===== src/rtl/fifo_reader_pkg.sv =====
// Shared definitions for the fifo read-side engine: FSM encoding and queue depth.
package fifo_reader_pkg;

  typedef enum logic [1:0] {
    IDLE   = 2'd0,
    STROBE = 2'd1,
    HOLD   = 2'd2,
    WAIT   = 2'd3
  } state_t;

  localparam int QDEPTH = 2;

endpackage


===== src/rtl/fifo_reader_sync_bit.sv =====
// Two-flop synchroniser, async active-low reset to 0.
module sync_bit (
  input  logic clock,
  input  logic reset_n,
  input  logic d,
  output logic q
);

  logic meta;

  always_ff @(posedge clock or negedge reset_n) begin
    if (!reset_n) begin
      meta <= 1'b0;
      q    <= 1'b0;
    end else begin
      meta <= d;
      q    <= meta;
    end
  end

endmodule


===== src/rtl/fifo_reader.sv =====
// Read-side engine for the strobe-driven fifo: empty/get/out -> valid/ready stream.
// Optional drained-word counter enabled by defining FIFO_READER_COUNT_EN.
//
// state  | meaning
// IDLE   | sample empty_s, launch a get when a queue slot is free
// STROBE | fifo_get high, fifo latches its word on the rising edge
// HOLD   | fifo_get low, pointer advances; fifo_out pushed at end of cycle
// WAIT   | settle time so empty_s reflects the advanced pointer
module fifo_reader
  import fifo_reader_pkg::*;
#(
  parameter int W   = 8,
  parameter int GAP = 3
`ifdef FIFO_READER_COUNT_EN
  , parameter int CW = 16
`endif
) (
  input  logic          clock,
  input  logic          reset_n,
  input  logic          fifo_empty,
  input  logic [W-1:0]  fifo_out,
  output logic          fifo_get,
  output logic [W-1:0]  out_data,
  output logic          out_valid,
`ifdef FIFO_READER_COUNT_EN
  output logic [CW-1:0] count,
`endif
  input  logic          out_ready
);

  localparam int GW = $clog2(GAP + 1);

  state_t          state;
  logic [GW-1:0]   gap_cnt;
  logic [1:0]      used;
  logic [W-1:0]    q1;
  logic            avail_s;
  logic            empty_s;
  logic            pending;
  logic            push;
  logic            pop;

  // Synchronise the inverted flag so the reset value of 0 reads as "empty".
  sync_bit u_sync (
    .clock   (clock),
    .reset_n (reset_n),
    .d       (~fifo_empty),
    .q       (avail_s)
  );

  assign empty_s   = ~avail_s;
  assign pending   = (state == STROBE) || (state == HOLD);
  assign push      = (state == HOLD);
  assign out_valid = (used != 2'd0);
  assign pop       = out_valid && out_ready;

  // HOLD plus GAP-1 WAIT cycles give GAP low cycles before IDLE resamples.
  always_ff @(posedge clock or negedge reset_n) begin
    if (!reset_n) begin
      state    <= IDLE;
      fifo_get <= 1'b0;
      gap_cnt  <= '0;
    end else begin
      case (state)
        IDLE: begin
          if (!empty_s && ((used + {1'b0, pending}) < 2'(QDEPTH))) begin
            state    <= STROBE;
            fifo_get <= 1'b1;
          end
        end
        STROBE: begin
          state    <= HOLD;
          fifo_get <= 1'b0;
        end
        HOLD: begin
          state   <= WAIT;
          gap_cnt <= GW'(GAP - 2);
        end
        WAIT: begin
          if (gap_cnt == '0) state <= IDLE;
          else               gap_cnt <= gap_cnt - GW'(1);
        end
        default: state <= IDLE;
      endcase
    end
  end

  // out_data is the head entry; q1 is the second slot.
  always_ff @(posedge clock or negedge reset_n) begin
    if (!reset_n) begin
      used     <= 2'd0;
      out_data <= '0;
      q1       <= '0;
    end else begin
      case ({push, pop})
        2'b10: begin
          if (used == 2'd0) out_data <= fifo_out;
          else              q1       <= fifo_out;
          used <= used + 2'd1;
        end
        2'b01: begin
          out_data <= q1;
          used     <= used - 2'd1;
        end
        2'b11: begin
          if (used == 2'd1) begin
            out_data <= fifo_out;
          end else begin
            out_data <= q1;
            q1       <= fifo_out;
          end
        end
        default: ;
      endcase
    end
  end

`ifdef FIFO_READER_COUNT_EN
  always_ff @(posedge clock or negedge reset_n) begin
    if (!reset_n)  count <= '0;
    else if (pop)  count <= count + CW'(1);
  end
`endif

endmodule


===== config.mk =====
export PLATFORM = sky130hd
export DESIGN_NAME = fifo_reader
export DESIGN_NICKNAME = d
export VERILOG_FILES = /design/src/rtl/fifo_reader_pkg.sv /design/src/rtl/fifo_reader_sync_bit.sv /design/src/rtl/fifo_reader.sv
export SDC_FILE = /design/constraint.sdc
export NUM_CORES = 1
export LEC_CHECK = 0
export CAP_MARGIN = 15
export CORE_UTILIZATION = 63
export CTS_BUF_LIST = sky130_fd_sc_hd__clkbuf_8
export CTS_CLUSTER_SIZE = 28
export DETAILED_ROUTE_END_ITERATION = 10
export DONT_BUFFER_PORTS = 1
export PLACE_DENSITY = 0.79
export SYNTH_ARGS = -nofsm -noshare
export SYNTH_HDL_FRONTEND = slang
export SYNTH_HIERARCHICAL = 1
export SYNTH_SLANG_ARGS = --single-unit

===== constraint.sdc =====
create_clock -name clock -period 2.6 [get_ports clock]
set_input_delay 0.52 -clock clock [delete_from_list [all_inputs] [get_ports clock]]
set_output_delay 0.52 -clock clock [all_outputs]
set_load 0.01 [all_outputs]

==> results summary <==
In this run the number of H-tree levels came out at 1. The power density relative to cell area is 1350 mW/mm^2. The via density per instance is 5.64. The pin slew with the least headroom to its limit came out at 0.596 ns. The final critical-path share of the clock period came out at 0.866. The worst setup path is captured at a register. After synthesis, the share of flip-flops with an asynchronous set or reset is 1.00. Yosys instantiated no cell more often than dfrtp_1. The floorplan step set the die height to 47.8 um.

Entering global routing, the biggest net connects 26 pins. The portion of synthesized cell area occupied by the leading cell type is 0.473. The number of antenna violations at the first check in global routing came out at 0. Buffers added to address setup during post-CTS repair amount to 0. After clock tree synthesis, the flow added hold-fix buffers numbering 1. The worst register-to-register path has a setup slack of 0.35 ns. 22 I/O pins were placed. The clock period minus final worst setup slack came out at 2.25 ns. The number of buffers inserted by port buffering came out at 0. Walking the worst path, the cells encountered are inv_1 -> ha_1 -> nand2b_2 -> inv_1 -> ha_1 -> nand2b_1 -> a22o_1 -> buf_4 -> mux2_4. The wire length after detailed routing came out at 2.20 mm. The post-route antenna net violation count came out at 0. In this run the critical register-to-register path is launched from used[0]. The starting DRC count in detailed routing is 7.

Relative to the synthesized area, the layout overhead comes to 6.90%. When the netlist entered floorplanning its net count stood at 141. For this run, the number of Yosys warnings is 6. The number of register bits inferred by synthesis is 25.

The cell family contributing the most delay on the critical path is flip-flops. For this design, the sink count on the clock tree is 25. In this run the cell area of the synthesized design comes to 0.00132 mm^2.

Clock-pin slew was measured on the worst setup and hold paths at 0.09 ns. The tree is rooted in a clkbuf_8. At the end of routability-driven placement, the weighted congestion stood at 0.790. By count the netlist is led by dfrtp_1, inv_1, ha_1. Setup repair after global routing left no endpoint under its margin. The area used by multi-input combinational logic is 627 um^2.

Registers take 626 um^2. The effective utilization at floorplan came out at 0.675. The standard-cell row count is 16. The insertion delay to the later sink of the worst-skew pair came out at 0.27 ns. The largest total area in the synthesized netlist belongs to dfrtp_1.

The number of gates resized after cts came out at 0. The peak clock frequency supported by timing came out at 444 MHz. The worst setup path is launched from a register.

The die outline area is 0.00229 mm^2. The leakage power figure is 0.693 nW. Dividing the synthesized area by the synthesized cell count gives 11.4 um^2. STA puts the critical path data required time at 2.76 ns. Measured on the finished design, the core utilization comes to 0.721. The global router's overall resource usage came out at 0.227.

The tool flagged a number of max-cap violations equal to 0. The number of global-route vias before repair was 897. The critical path's slowest cell is dfrtp_1.

TritonCTS built the clock tree. The largest single stage delay on the critical path is 0.43 ns. Clock skew on the completed layout was measured at 0.00784 ns. Detailed placement ended at an HPWL of 1.63 mm. The worst slew margin relative to its limit is 0.603. The combined buffer and inverter count along the critical path is 3. The final global-route overflow total is 0. The sequential share of the synthesized area came out at 0.473.

The worst reg2reg path endpoint is q1[2]. In the post-synthesis netlist, the biggest area contributors are dfrtp_1, ha_1, mux2_4. The cell count after synthesis came out at 116. In this run the horizontal extent of the chip is 47.8 um. The share of final-layout standard cells stronger than drive strength 1 is 0.150. The max-slew violation count is 0. Fill cells in the final layout number 152. The path class of the tightest hold or removal check is in2async. The final routed DRC violation total came out at 0. The final number of hold-violating endpoints is 0. The critical-path maximum fanout is 8. The routed length per instance came out at 15.0 um. The clock passes through at most 2 buffers. The final-layout worst hold slack came out at 0.0477 ns. The worst register-to-register path has a depth of 9.

TritonCTS created 3 clock buffers. The distinct cell type count after synthesis is 27. The run finished with clean final reports. In this run the standard cell core region covers 0.00196 mm^2.

The net count of the finished layout is 146. The number of inserted diodes came out at 0. The largest vdd supply drop came out at 0.744 mV. In the synthesized netlist the dominant register cell turns out to be dfrtp_1.

The count of flip-flops with a built-in enable after synthesis came out at 0. The count of TritonRoute iterations in the first routing pass came out at 3. The critical path arrival came out at 2.41 ns. The count of vias placed by the detailed router came out at 829. The critical path start-end classification is reg2reg. The post-route setup TNS came out at 0 ns. The first global-routing pass estimated 3.57 mm of wire.

The final count of negative-setup-slack endpoints is 0.
-- metrics by stage --
stage	cells	setup slack, ns	power [mW]	area, um^2
6_report	147	0.350	1.91	1420
5_1_grt	147	0.166	2.06	1420
4_1_cts	147	0.347	1.92	1420
3_5_place_dp	142	0.370	1.67	1350
3_3_place_gp	142	0.491	1.62	1350
2_1_floorplan	116	0.592	1.51	1320
-- area by class of cell --
| class | count | share of cell area |
|---|---|---|
| clock inverter | 1 | 0.00531 |
| multi-input combinational | 75 | 0.443 |
| clock buffer | 3 | 0.0292 |
| inverter | 14 | 0.0371 |
| timing repair buffer | 2 | 0.0195 |
| sequential | 25 | 0.442 |
| tap | 27 | 0.0239 |
-- placed cells by master, fill, tap and decap left out --
master / count
dfrtp_1: 25
inv_1: 14
ha_1: 13
nor2_1: 10
a21oi_1: 10
a22oi_1: 8
mux2_4: 8
nand2_1: 4
clkbuf_8: 3
nand2b_1: 2
xnor2_1: 2
mux2i_1: 2
a22o_1: 2
o21ai_0: 2
nand2b_2: 1
o21ai_2: 1
a21oi_4: 1
a21o_2: 1
o22ai_1: 1
or2_0: 1
nor4_1: 1
nor2b_1: 1
a311o_1: 1
mux2_1: 1
a211oi_1: 1
a21o_1: 1
clkinvlp_4: 1
buf_12: 1
buf_4: 1
-- per-layer routing --
layer  routed length [um]  track usage  part of all wire  vias to the layer above
li1                     -            -                 -                      404
met1                  935        0.261              0.42                      411
met2                 1190        0.419              0.54                       12
met3                   57       0.0377             0.026                        2
met4                   21       0.0833            0.0095                        0
met5                    0            0                 0                        -
-- kinds of logic after synthesis --
group                    share of synthesized area
AND/OR/NAND/NOR                             0.0700
flip-flops                                   0.473
multiplexers                                 0.114
AO/OA/AOI/OAI                                0.153
XOR/XNOR                                    0.0132
buffers and inverters                       0.0539
adder cells (fa/ha/maj)                      0.123
-- worst max-delay path by stage --
stage            start     to  cells past startpoint
6_report       used[0]  q1[2]                      9
2_1_floorplan  used[0]  q1[0]                      9
3_3_place_gp   used[0]  q1[7]                      9
3_5_place_dp   used[0]  q1[5]                      9
4_1_cts        used[0]  q1[2]                      9
5_1_grt        used[0]  q1[2]                      9
-- registers in the layout (all words and copies together), names as in the netlist --
register     cells
u_sync/meta      1
gap_cnt          2
state            2
u_sync/q         1
out_data         8
used             2
fifo_get         1
q1               8
-- report_power, final --
part           leakage, nW  internal, mW  total [mW]  switching (mW)
Combinational        0.378         0.460       0.939           0.479
Sequential           0.294         0.581       0.740           0.159
Clock               0.0217         0.109       0.232           0.124
Note: power is estimated with default switching activity, not from simulation.
